## src/rtl/answer_pkg.sv

```systemverilog
`default_nettype none
// ============================================================================
// Module   : answer_pkg
// Brief    : Shared constants, FSM state encoding and nibble helpers for answer_ctrl
// Revision : 1.0
// ============================================================================
package answer_pkg;

    localparam int NIB_W       = 4;
    localparam int MAX_DIGITS  = 8;
    localparam int DIG_MIN_DEF = 1;
    localparam int DIG_MAX_DEF = 8;

    typedef logic [2:0] state_t;

    localparam logic [2:0] ST_IDLE  = 3'd0;
    localparam logic [2:0] ST_REQ   = 3'd1;
    localparam logic [2:0] ST_WAIT  = 3'd2;
    localparam logic [2:0] ST_CHECK = 3'd3;
    localparam logic [2:0] ST_DONE  = 3'd4;
    localparam logic [2:0] ST_FAIL  = 3'd5;

    // Ones over the low n nibbles, zero above.
    function automatic logic [31:0] nib_mask(input int n);
        logic [31:0] m;
        m = '0;
        for (int k = 0; k < MAX_DIGITS; k++) begin
            if (k < n) m[k*NIB_W +: NIB_W] = '1;
        end
        return m;
    endfunction

endpackage
`default_nettype wire

```

## src/rtl/answer_digit_check.sv

```systemverilog
`default_nettype none
// ============================================================================
// Module   : answer_digit_check
// Brief    : Rejects nibble idx_i if out of range or equal to any lower nibble
// Revision : 1.0
// ============================================================================
module answer_digit_check
    import answer_pkg::*;
#(
    parameter int DIG_MIN = DIG_MIN_DEF,
    parameter int DIG_MAX = DIG_MAX_DEF
) (
    input  logic [31:0] word_i,
    input  logic [2:0]  idx_i,
    output logic        reject_o
);

    localparam logic [NIB_W-1:0] LO = NIB_W'(DIG_MIN);
    localparam logic [NIB_W-1:0] HI = NIB_W'(DIG_MAX);

    logic [NIB_W-1:0] nib [MAX_DIGITS];
    logic [NIB_W-1:0] dig;

    always_comb begin
        for (int j = 0; j < MAX_DIGITS; j++) begin
            nib[j] = word_i[j*NIB_W +: NIB_W];
        end
    end

    always_comb begin
        dig      = nib[idx_i];
        reject_o = (dig < LO) || (dig > HI);
        for (int j = 0; j < MAX_DIGITS; j++) begin
            if ((3'(j) < idx_i) && (nib[j] == dig)) reject_o = 1'b1;
        end
    end

endmodule
`default_nettype wire

```

## src/rtl/answer_ctrl.sv

```systemverilog
`default_nettype none
// ============================================================================
// Module   : answer_ctrl
// Brief    : Draws random words until one has NUM_DIGITS distinct in-range digits
// Revision : 1.0
// ============================================================================
module answer_ctrl
    import answer_pkg::*;
#(
    parameter int NUM_DIGITS = 4,
    parameter int MAX_RETRY  = 15,
    parameter int TIMEOUT    = 1023,
    parameter int DIG_MIN    = DIG_MIN_DEF,
    parameter int DIG_MAX    = DIG_MAX_DEF
) (
    input  logic        clk,
    input  logic        rst_n,
    input  logic        new_game,
    input  logic [31:0] rand_in,
    input  logic        rand_valid,
    output logic        change_answer,
    output logic [31:0] answer,
    output logic        answer_valid,
    output logic        busy,
    output logic [3:0]  retry_cnt,
    output logic        fail
);

    localparam int               TMO_W    = $clog2(TIMEOUT + 1);
    localparam logic [TMO_W-1:0] TMO_LAST = TMO_W'(TIMEOUT - 1);
    localparam logic [2:0]       LAST_IDX = 3'(NUM_DIGITS - 1);
    localparam logic [3:0]       RETRY_MX = 4'(MAX_RETRY);
    localparam logic [31:0]      MASK     = nib_mask(NUM_DIGITS);

    state_t            state_q, state_d;
    logic [3:0]        retry_q, retry_d;
    logic [TMO_W-1:0]  tmo_q,   tmo_d;
    logic [2:0]        idx_q,   idx_d;
    logic [31:0]       cap_q,   cap_d;
    logic              rej_q,   rej_d;
    logic [31:0]       ans_q,   ans_d;
    logic              ansv_q,  ansv_d;
    logic              fail_q,  fail_d;
    logic              dig_rej;
    logic              draw_rej;

    answer_digit_check #(
        .DIG_MIN (DIG_MIN),
        .DIG_MAX (DIG_MAX)
    ) u_digit_check (
        .word_i   (cap_q),
        .idx_i    (idx_q),
        .reject_o (dig_rej)
    );

    always_comb begin
        state_d  = state_q;
        retry_d  = retry_q;
        tmo_d    = tmo_q;
        idx_d    = idx_q;
        cap_d    = cap_q;
        rej_d    = rej_q;
        ans_d    = ans_q;
        ansv_d   = ansv_q;
        fail_d   = fail_q;
        draw_rej = 1'b0;

        case (state_q)
            ST_IDLE, ST_DONE, ST_FAIL: begin
                if (new_game) begin
                    state_d = ST_REQ;
                    retry_d = '0;
                    fail_d  = 1'b0;
                    ansv_d  = 1'b0;
                end
            end
            ST_REQ: begin
                state_d = ST_WAIT;
                tmo_d   = '0;
            end
            ST_WAIT: begin
                if (rand_valid) begin
                    cap_d   = rand_in;
                    tmo_d   = '0;
                    idx_d   = '0;
                    rej_d   = 1'b0;
                    state_d = ST_CHECK;
                end else if (tmo_q == TMO_LAST) begin
                    tmo_d    = '0;
                    draw_rej = 1'b1;
                end else begin
                    tmo_d = tmo_q + 1'b1;
                end
            end
            ST_CHECK: begin
                // Every digit gets its own cycle, so a rejection is only acted on at the end.
                if (idx_q == LAST_IDX) begin
                    if (rej_q || dig_rej) begin
                        draw_rej = 1'b1;
                    end else begin
                        ans_d   = cap_q & MASK;
                        ansv_d  = 1'b1;
                        state_d = ST_DONE;
                    end
                end else begin
                    idx_d = idx_q + 3'd1;
                    rej_d = rej_q || dig_rej;
                end
            end
            default: state_d = ST_IDLE;
        endcase

        if (draw_rej) begin
            if (retry_q < RETRY_MX) begin
                retry_d = retry_q + 4'd1;
                state_d = ST_REQ;
            end else begin
                state_d = ST_FAIL;
                fail_d  = 1'b1;
            end
        end
    end

    always_ff @(posedge clk or negedge rst_n) begin
        if (!rst_n) begin
            state_q <= ST_IDLE;
            retry_q <= '0;
            tmo_q   <= '0;
            idx_q   <= '0;
            cap_q   <= '0;
            rej_q   <= 1'b0;
            ans_q   <= '0;
            ansv_q  <= 1'b0;
            fail_q  <= 1'b0;
        end else begin
            state_q <= state_d;
            retry_q <= retry_d;
            tmo_q   <= tmo_d;
            idx_q   <= idx_d;
            cap_q   <= cap_d;
            rej_q   <= rej_d;
            ans_q   <= ans_d;
            ansv_q  <= ansv_d;
            fail_q  <= fail_d;
        end
    end

    assign change_answer = (state_q == ST_REQ);
    assign busy          = (state_q == ST_REQ) || (state_q == ST_WAIT) || (state_q == ST_CHECK);
    assign answer        = ans_q;
    assign answer_valid  = ansv_q;
    assign retry_cnt     = retry_q;
    assign fail          = fail_q;

endmodule
`default_nettype wire

```

## config.mk

```make
export PLATFORM = sky130hd
export DESIGN_NAME = answer_ctrl
export DESIGN_NICKNAME = d
export VERILOG_FILES = /design/src/rtl/answer_pkg.sv /design/src/rtl/answer_digit_check.sv /design/src/rtl/answer_ctrl.sv
export SDC_FILE = /design/constraint.sdc
export NUM_CORES = 1
export LEC_CHECK = 0
export CAP_MARGIN = 10
export CORE_MARGIN = 2
export CORE_UTILIZATION = 55
export DETAILED_ROUTE_END_ITERATION = 10
export DONT_BUFFER_PORTS = 1
export GPL_TIMING_DRIVEN = 0
export PLACE_DENSITY = 0.7
export SLEW_MARGIN = 20
export SYNTH_ARGS = -nofsm -noshare
export SYNTH_HDL_FRONTEND = slang
export SYNTH_SLANG_ARGS = --single-unit
```

## constraint.sdc

```tcl
create_clock -name clk -period 3.7 [get_ports clk]
set_clock_uncertainty 0.1 [all_clocks]
set_input_delay 0.185 -clock clk [delete_from_list [all_inputs] [get_ports clk]]
set_output_delay 0.185 -clock clk [all_outputs]
set_load 0.05 [all_outputs]
```

==> results of run 1 <==
## stage by stage
| stage | instances | instance area (sq um) | utilization [%] | hold slack (ps) |
|---|---|---|---|---|
| floorplan | 434 | 4040 | - | -211 |
| global placement | 533 | 4170 | 58.4 | -209 |
| detailed placement | 533 | 4170 | 58.4 | -209 |
| CTS | 584 | 4690 | 65.7 | 127 |
| global route | 584 | 4690 | 65.7 | 208 |
| finish | 584 | 4690 | 65.7 | 135 |
## area by class of cell
| type | count | area, sq um |
|---|---|---|
| repair buffers | 35 | 368 |
| well taps | 99 | 124 |
| clock inverters | 1 | 5.00 |
| multi-input cells | 324 | 2030 |
| inverters | 4 | 15.0 |
| fillers | 602 | 2450 |
| flip-flops and latches | 71 | 1780 |
| clock buffers | 15 | 146 |
| plain buffers | 35 | 223 |
## worst max-delay path: cells and delay by family, from the launching register on
kind	cells	cell delay, ps
buf+inv	3	750
mux	1	300
compound gates	3	580
flops	1	420
simple gates	4	1190
## kinds of logic (layout without fill, tap and decap cells)
family,Yosys count,after routing
AO/OA/AOI/OAI,54,54
XOR/XNOR,28,28
adder cells (fa/ha/maj),4,4
buffers and inverters,39,90
flip-flops,71,71
multiplexers,36,36
other,1,16
AND/OR/NAND/NOR,186,186
## what timing repair did
action / CTS / global route
endpoints found under the hold margin: 104 / 0
gates resized for setup: 0 / 1
hold buffers: 35 / 0
endpoints found under the setup margin: 0 / 2
## cells in the final DEF (no fill, tap or decap), types with 3 or more instances in the layout
cell type	count
conb_1	16
nand2_1	113
ha_1	4
clkbuf_8	9
o31ai_1	4
nor3_1	4
mux2i_1	14
mux2_4	10
and2_1	3
o21ai_0	20
xor2_1	12
o22ai_1	3
dlygate4sd3_1	34
buf_6	3
buf_2	4
nand3_1	10
a21oi_1	4
buf_4	17
mux2_2	9
nand2b_1	9
inv_1	4
clkbuf_1	17
dfrtp_1	71
xnor2_1	16
nor2b_1	8
nor4_1	6
nor2_1	20
## routing by layer
layer | vias up | track usage, % | share of wire, %
met1 | 1447 | 31.1 | 45
li1 | 1510 | - | -
met3 | 11 | 5.45 | 5.9
met2 | 91 | 35.6 | 48
met5 | - | 0 | 0
met4 | 0 | 8.96 | 1.1
## sequential cells by signal (all words and copies together), names as in the netlist
signal,count
answer,16
answer_valid,1
cap_q,32
fail,1
idx_q,3
rej_q,1
retry_cnt,4
state_q,3
tmo_q,10
## where the power goes
group,internal (mW),switching [mW],total [mW]
Clock,0.244,0.268,0.513
Sequential,1.07,0.638,1.70
Combinational,0.880,1.07,1.95
## worst min path at each step
| stage | from | to | slack [ps] | cells past startpoint |
|---|---|---|---|---|
| floorplan | rst_n | answer[0] | -210 | 0 |
| global placement | rst_n | answer[6] | -210 | 0 |
| CTS | new_game | state_q[0] | 130 | 2 |
| detailed placement | rst_n | answer[6] | -210 | 0 |
| finish | new_game | state_q[0] | 130 | 2 |
| global route | rand_valid | cap_q[0] | 210 | 3 |
==> flow_summary.yaml, run 1 <==
setup_path:
  critPathLaunchType: "flop"
  crit_arrival_ps: 3600
  slowest_delay_ps: 420
  worstSetupPathType: "reg -> reg"
  endpoint_kind: "flop"
  setup.worst_path.start: "idx_q[1]"
  worst_path_most_repeated_cell: "buf_2"
  r2r_start: "idx_q[1]"
  cp_max_fo: 10
  regToRegSetupSlack_ps: 220
  r2r-end: "answer[4]"
  crit_slowest_cell: "dfrtp_1"
  cp-endpoint: "answer[4]"
  worstPathCellList: "buf_2, nand2_1, a211oi_1, a211o_1, buf_2, a31oi_1, or3_4, nor4_4, nand4b_4, buf_6, mux2_4"
  reg2reg_depth: 11
  cp.required_ps: 3820
clock_tree:
  clock-sinks: 71
  cts_tree: "yes"
  clockBufferDepth: 2
  cts_root_buf: "clkbuf_8"
  ctsHtreeMaxLevel: 3
  cts_setup_buffers: 0
  numCtsBuffers: 9
  clk_latency_ps: 340
  clk_pin_slew_ps: 80
placement:
  gp_congestion: 0.898
  pre_cts_ws_ps: 246
  hpwlAfterDp_um: 5760
  numPortBuffers: 0
detailed_routing:
  drc: 0
  first_iter_violations: 158
  num_vias: 3059
  ant_nets: 0
  vias_per_cell: 5.24
  wire_per_inst_um: 14.7
  drtPass1Iterations: 4
  drt_wl_total_um: 8560
final_layout:
  syn_to_final_growth_pct: 17.7
  layout.nets: 520
  drive_above_1_share_pct: 13.4
  antenna_cells: 0
grt:
  antenna_found_initial: 0
  grt_pass1_vias: 2893
  track_usage_pct: 22.9
  grt_max_degree: 72
  grt_overflow_total: 0
  grt_pass1_wl_um: 13900
synthesis:
  async_flop_share_pct: 100
  synth_mux_area_share_pct: 11.5
  synthCells: 419
  synth_compound_area_share_pct: 8.98
  synth_edf_count: 0
  netlist.area_leader.share_pct: 44.6
  synth_top_family_by_area: "simple AND/OR/NAND/NOR gates"
  yosys-top-cells-count: "nand2_1, dfrtp_1, nor2_1, o21ai_0, buf_4"
  ys_seq_area_share_pct: 44.6
  yosys_warnings: 0
  synth_fa_ha_area_share_pct: 1.26
  yosysMostFrequentCell: "nand2_1"
  yosys.area.top_type: "dfrtp_1"
  ys.flop_type: "dfrtp_1"
  synthTopCellsByArea: "dfrtp_1, nand2_1, mux2_4"
  ys_types: 55
  synth_xor_area_share_pct: 6.15
  synth-seq-cells: 71
  syn-cell-area_sq_um: 3990
  syn_area_per_cell_sq_um: 9.51
  synthSimpleGateAreaFrac_pct: 21.5
sta:
  final_max_slew_viol_count: 0
  fmax_mhz: 287
  setup_slack_ps: 221
  setup_viol: 0
  relSlewSlack_pct: 41.4
  min_period_ps: 3480
  rsz0062_at_grt: "false"
  period_share_pct: 94.0
  hold_violations: 0
  tns_ps: 0
  max_slew.worst_pin.slew_ps: 875
floorplanning:
  die_w_um: 89.1
  initial_utilization_pct: 55.9
  io_pins: 76
  fp.dieH_um: 89.1
  coreArea_sq_um: 7140
  die_area_sq_um: 7950
  rows: 31
pwr:
  max-vdd-ir-drop_uv: 509
  p_total_mw: 4.17
  powerDensity_nw_per_um2: 889
  p_leak_nw: 2.28
outcome:
  outcome: "complete, no violations"
job:
  max_cap_viol_count: 0
worst_hold_path:
  hold_path_class: "in -> reg"
Note: power is estimated with default switching activity, not from simulation.
==> run 2: changes to the inputs <==
--- a/config.mk
+++ b/config.mk
@@ -17,2 +17,3 @@
 export SYNTH_HDL_FRONTEND = slang
 export SYNTH_SLANG_ARGS = --single-unit
+export TNS_END_PERCENT = 30
==> constraint.sdc (replaced) <==
create_clock -name clk -period 3.7 [get_ports clk]
set_clock_uncertainty 0.1 [all_clocks]
set_input_delay 0.555 -clock clk [delete_from_list [all_inputs] [get_ports clk]]
set_output_delay 0.555 -clock clk [all_outputs]
set_load 0.05 [all_outputs]
==> run 2 against run 1 <==
The run now ends with negative hold slack left. Combinational power hardly changed. Largest power group unchanged. Worst hold slack got worse by 140 ps. Power is 0.93% lower. Critical path depth stayed put. Clock power is essentially flat. Largest cell class unchanged. Clock-buffer cell count unchanged. Maximum frequency rose by 0.29%. Final cell count decreased by 5.8%. Die area stayed put. Register-to-register slack is essentially flat. Core utilization fell by 4.8 points.
==> flow_summary.yaml, run 2 (synthesized netlist as in run 1, its figures left out) <==
outcome:
  outcome: "finished with violations"
  violations: "negative hold slack"
detailed_routing:
  drt_wl_total_um: 8040
  drc: 0
  drtPass1Iterations: 4
  num_vias: 2905
  ant_nets: 0
  vias_per_cell: 5.28
  first_iter_violations: 142
  wire_per_inst_um: 14.6
clock_tree:
  clockBufferDepth: 2
  clk_pin_slew_ps: 70
  clk_latency_ps: 340
  cts_tree: "yes"
  numCtsBuffers: 9
  clock-sinks: 71
  cts_root_buf: "clkbuf_8"
  ctsHtreeMaxLevel: 3
setup_path:
  worst_path_most_repeated_cell: "buf_2"
  worstSetupPathType: "reg -> reg"
  r2r-end: "answer[2]"
  crit_arrival_ps: 3590
  crit_slowest_cell: "dfrtp_1"
  cp_top_family: "simple AND/OR/NAND/NOR gates"
  endpoint_kind: "flop"
  critPathLaunchType: "flop"
  crit_cells: 11
  cp_max_fo: 10
  regToRegSetupSlack_ps: 230
  cp.required_ps: 3820
  worstPathCellList: "buf_2, nand2_1, a211oi_1, a211o_1, buf_2, a31oi_1, or3_4, nor4_4, nand4b_4, buf_6, mux2_4"
  slowest_delay_ps: 420
  r2r_start: "idx_q[1]"
  cp_num_buf_inv: 3
  reg2reg_depth: 11
sta:
  fmax_mhz: 288
  period_share_pct: 93.8
  rsz0062_at_grt: "false"
  hold_violations: 5
  setup_viol: 0
  max_slew.worst_pin.slew_ps: 877
  tns_ps: 0
  final_max_slew_viol_count: 0
  relSlewSlack_pct: 41.3
  min_period_ps: 3470
  setup_slack_ps: 231
  hold_ws_ps: -4.69
pwr:
  p_total_mw: 4.13
  powerDensity_nw_per_um2: 949
  max-vdd-ir-drop_uv: 509
  p_leak_nw: 2.14
floorplanning:
  initial_utilization_pct: 55.9
  die_w_um: 89.1
  rows: 31
  die_area_sq_um: 7950
  coreArea_sq_um: 7140
  fp.dieH_um: 89.1
  io_pins: 76
final_layout:
  layout.nets: 486
  multi_input_area_sq_um: 2030
  final_common_cell: "nand2_1"
  syn_to_final_growth_pct: 9.13
  drive_above_1_share_pct: 14.4
  antenna_cells: 0
  fillers: 638
  largest_reg_flops: 32
  regMostFlops: "cap_q"
  layout_common_cells: "nand2_1, dfrtp_1, nor2_1, o21ai_0"
  regArea_sq_um: 1780
  fin_util_pct: 61.0
job:
  max_cap_viol_count: 0
grt:
  antenna_found_initial: 0
  track_usage_pct: 21.4
  grt_pass1_wl_um: 13100
  grt_overflow_total: 0
  grt_max_degree: 72
  grt_pass1_vias: 2744
placement:
  pre_cts_ws_ps: 246
  hpwlAfterDp_um: 5760
  numPortBuffers: 0
  gp_congestion: 0.898
worst_hold_path:
  hold_path_class: "in -> async"
run 2: cell count changes in the layout (fill, tap and decap cells not counted), sizes merged:
cell,before,now
dlygate4sd3,34,0
run 2: power by group:
group	internal, mW	leakage, nW	switching [mW]
registers	1.07	0.927	0.633
logic	0.856	1.13	1.06
clock network	0.244	0.0757	0.266
total	2.17	2.14	1.96
run 2: metal layers:
| metal | up-vias | routed length, um | global-route usage [%] |
|---|---|---|---|
| li1 | 1448 | - | - |
| met2 | 74 | 3720 | 31.7 |
| met1 | 1376 | 3790 | 29.7 |
| met3 | 7 | 473 | 6.00 |
| met4 | 0 | 58 | 9.09 |
| met5 | - | 0 | 0 |
run 2: cell type report:
cell class | count | area share (%)
Clock inverter | 1 | 0.115
Multi-Input combinational cell | 324 | 46.7
Clock buffer | 15 | 3.36
Tap cell | 99 | 2.85
Timing Repair Buffer | 1 | 0.633
Sequential cell | 71 | 40.8
Inverter | 4 | 0.345
Buffer | 35 | 5.12
run 2: how the worst max path moves through the flow:
stage	startpoint	to	slack, ps
6_report	idx_q[1]	answer[2]	230
5_1_grt	idx_q[1]	answer[2]	40
4_1_cts	idx_q[0]	answer[3]	220
3_5_place_dp	idx_q[0]	answer[1]	250
3_3_place_gp	idx_q[0]	answer[2]	260
2_1_floorplan	idx_q[0]	answer[0]	640
run 2: timing repair:
item	in CTS	in global routing
setup endpoints to repair	0	1
resized for setup	0	1
hold buffers	1	0
endpoints found under the hold margin	71	0
buffers inserted	0	0
run 2: worst register-to-register path, stage by stage (launching register included):
cell      delay, ps
dfrtp_1         420
buf_2           270
nand2_1         160
a211oi_1        300
a211o_1         140
buf_2           260
a31oi_1         140
or3_4           390
nor4_4          420
nand4b_4        240
buf_6           220
mux2_4          300
run 2: stage by stage:
step                hold WS (ps)  cells  cell area (sq um)
finish                     -4.69    550               4350
global route                24.2    550               4350
CTS                         3.09    550               4350
detailed placement           161    533               4170
global placement             161    533               4170
floorplan                    159    434               4040
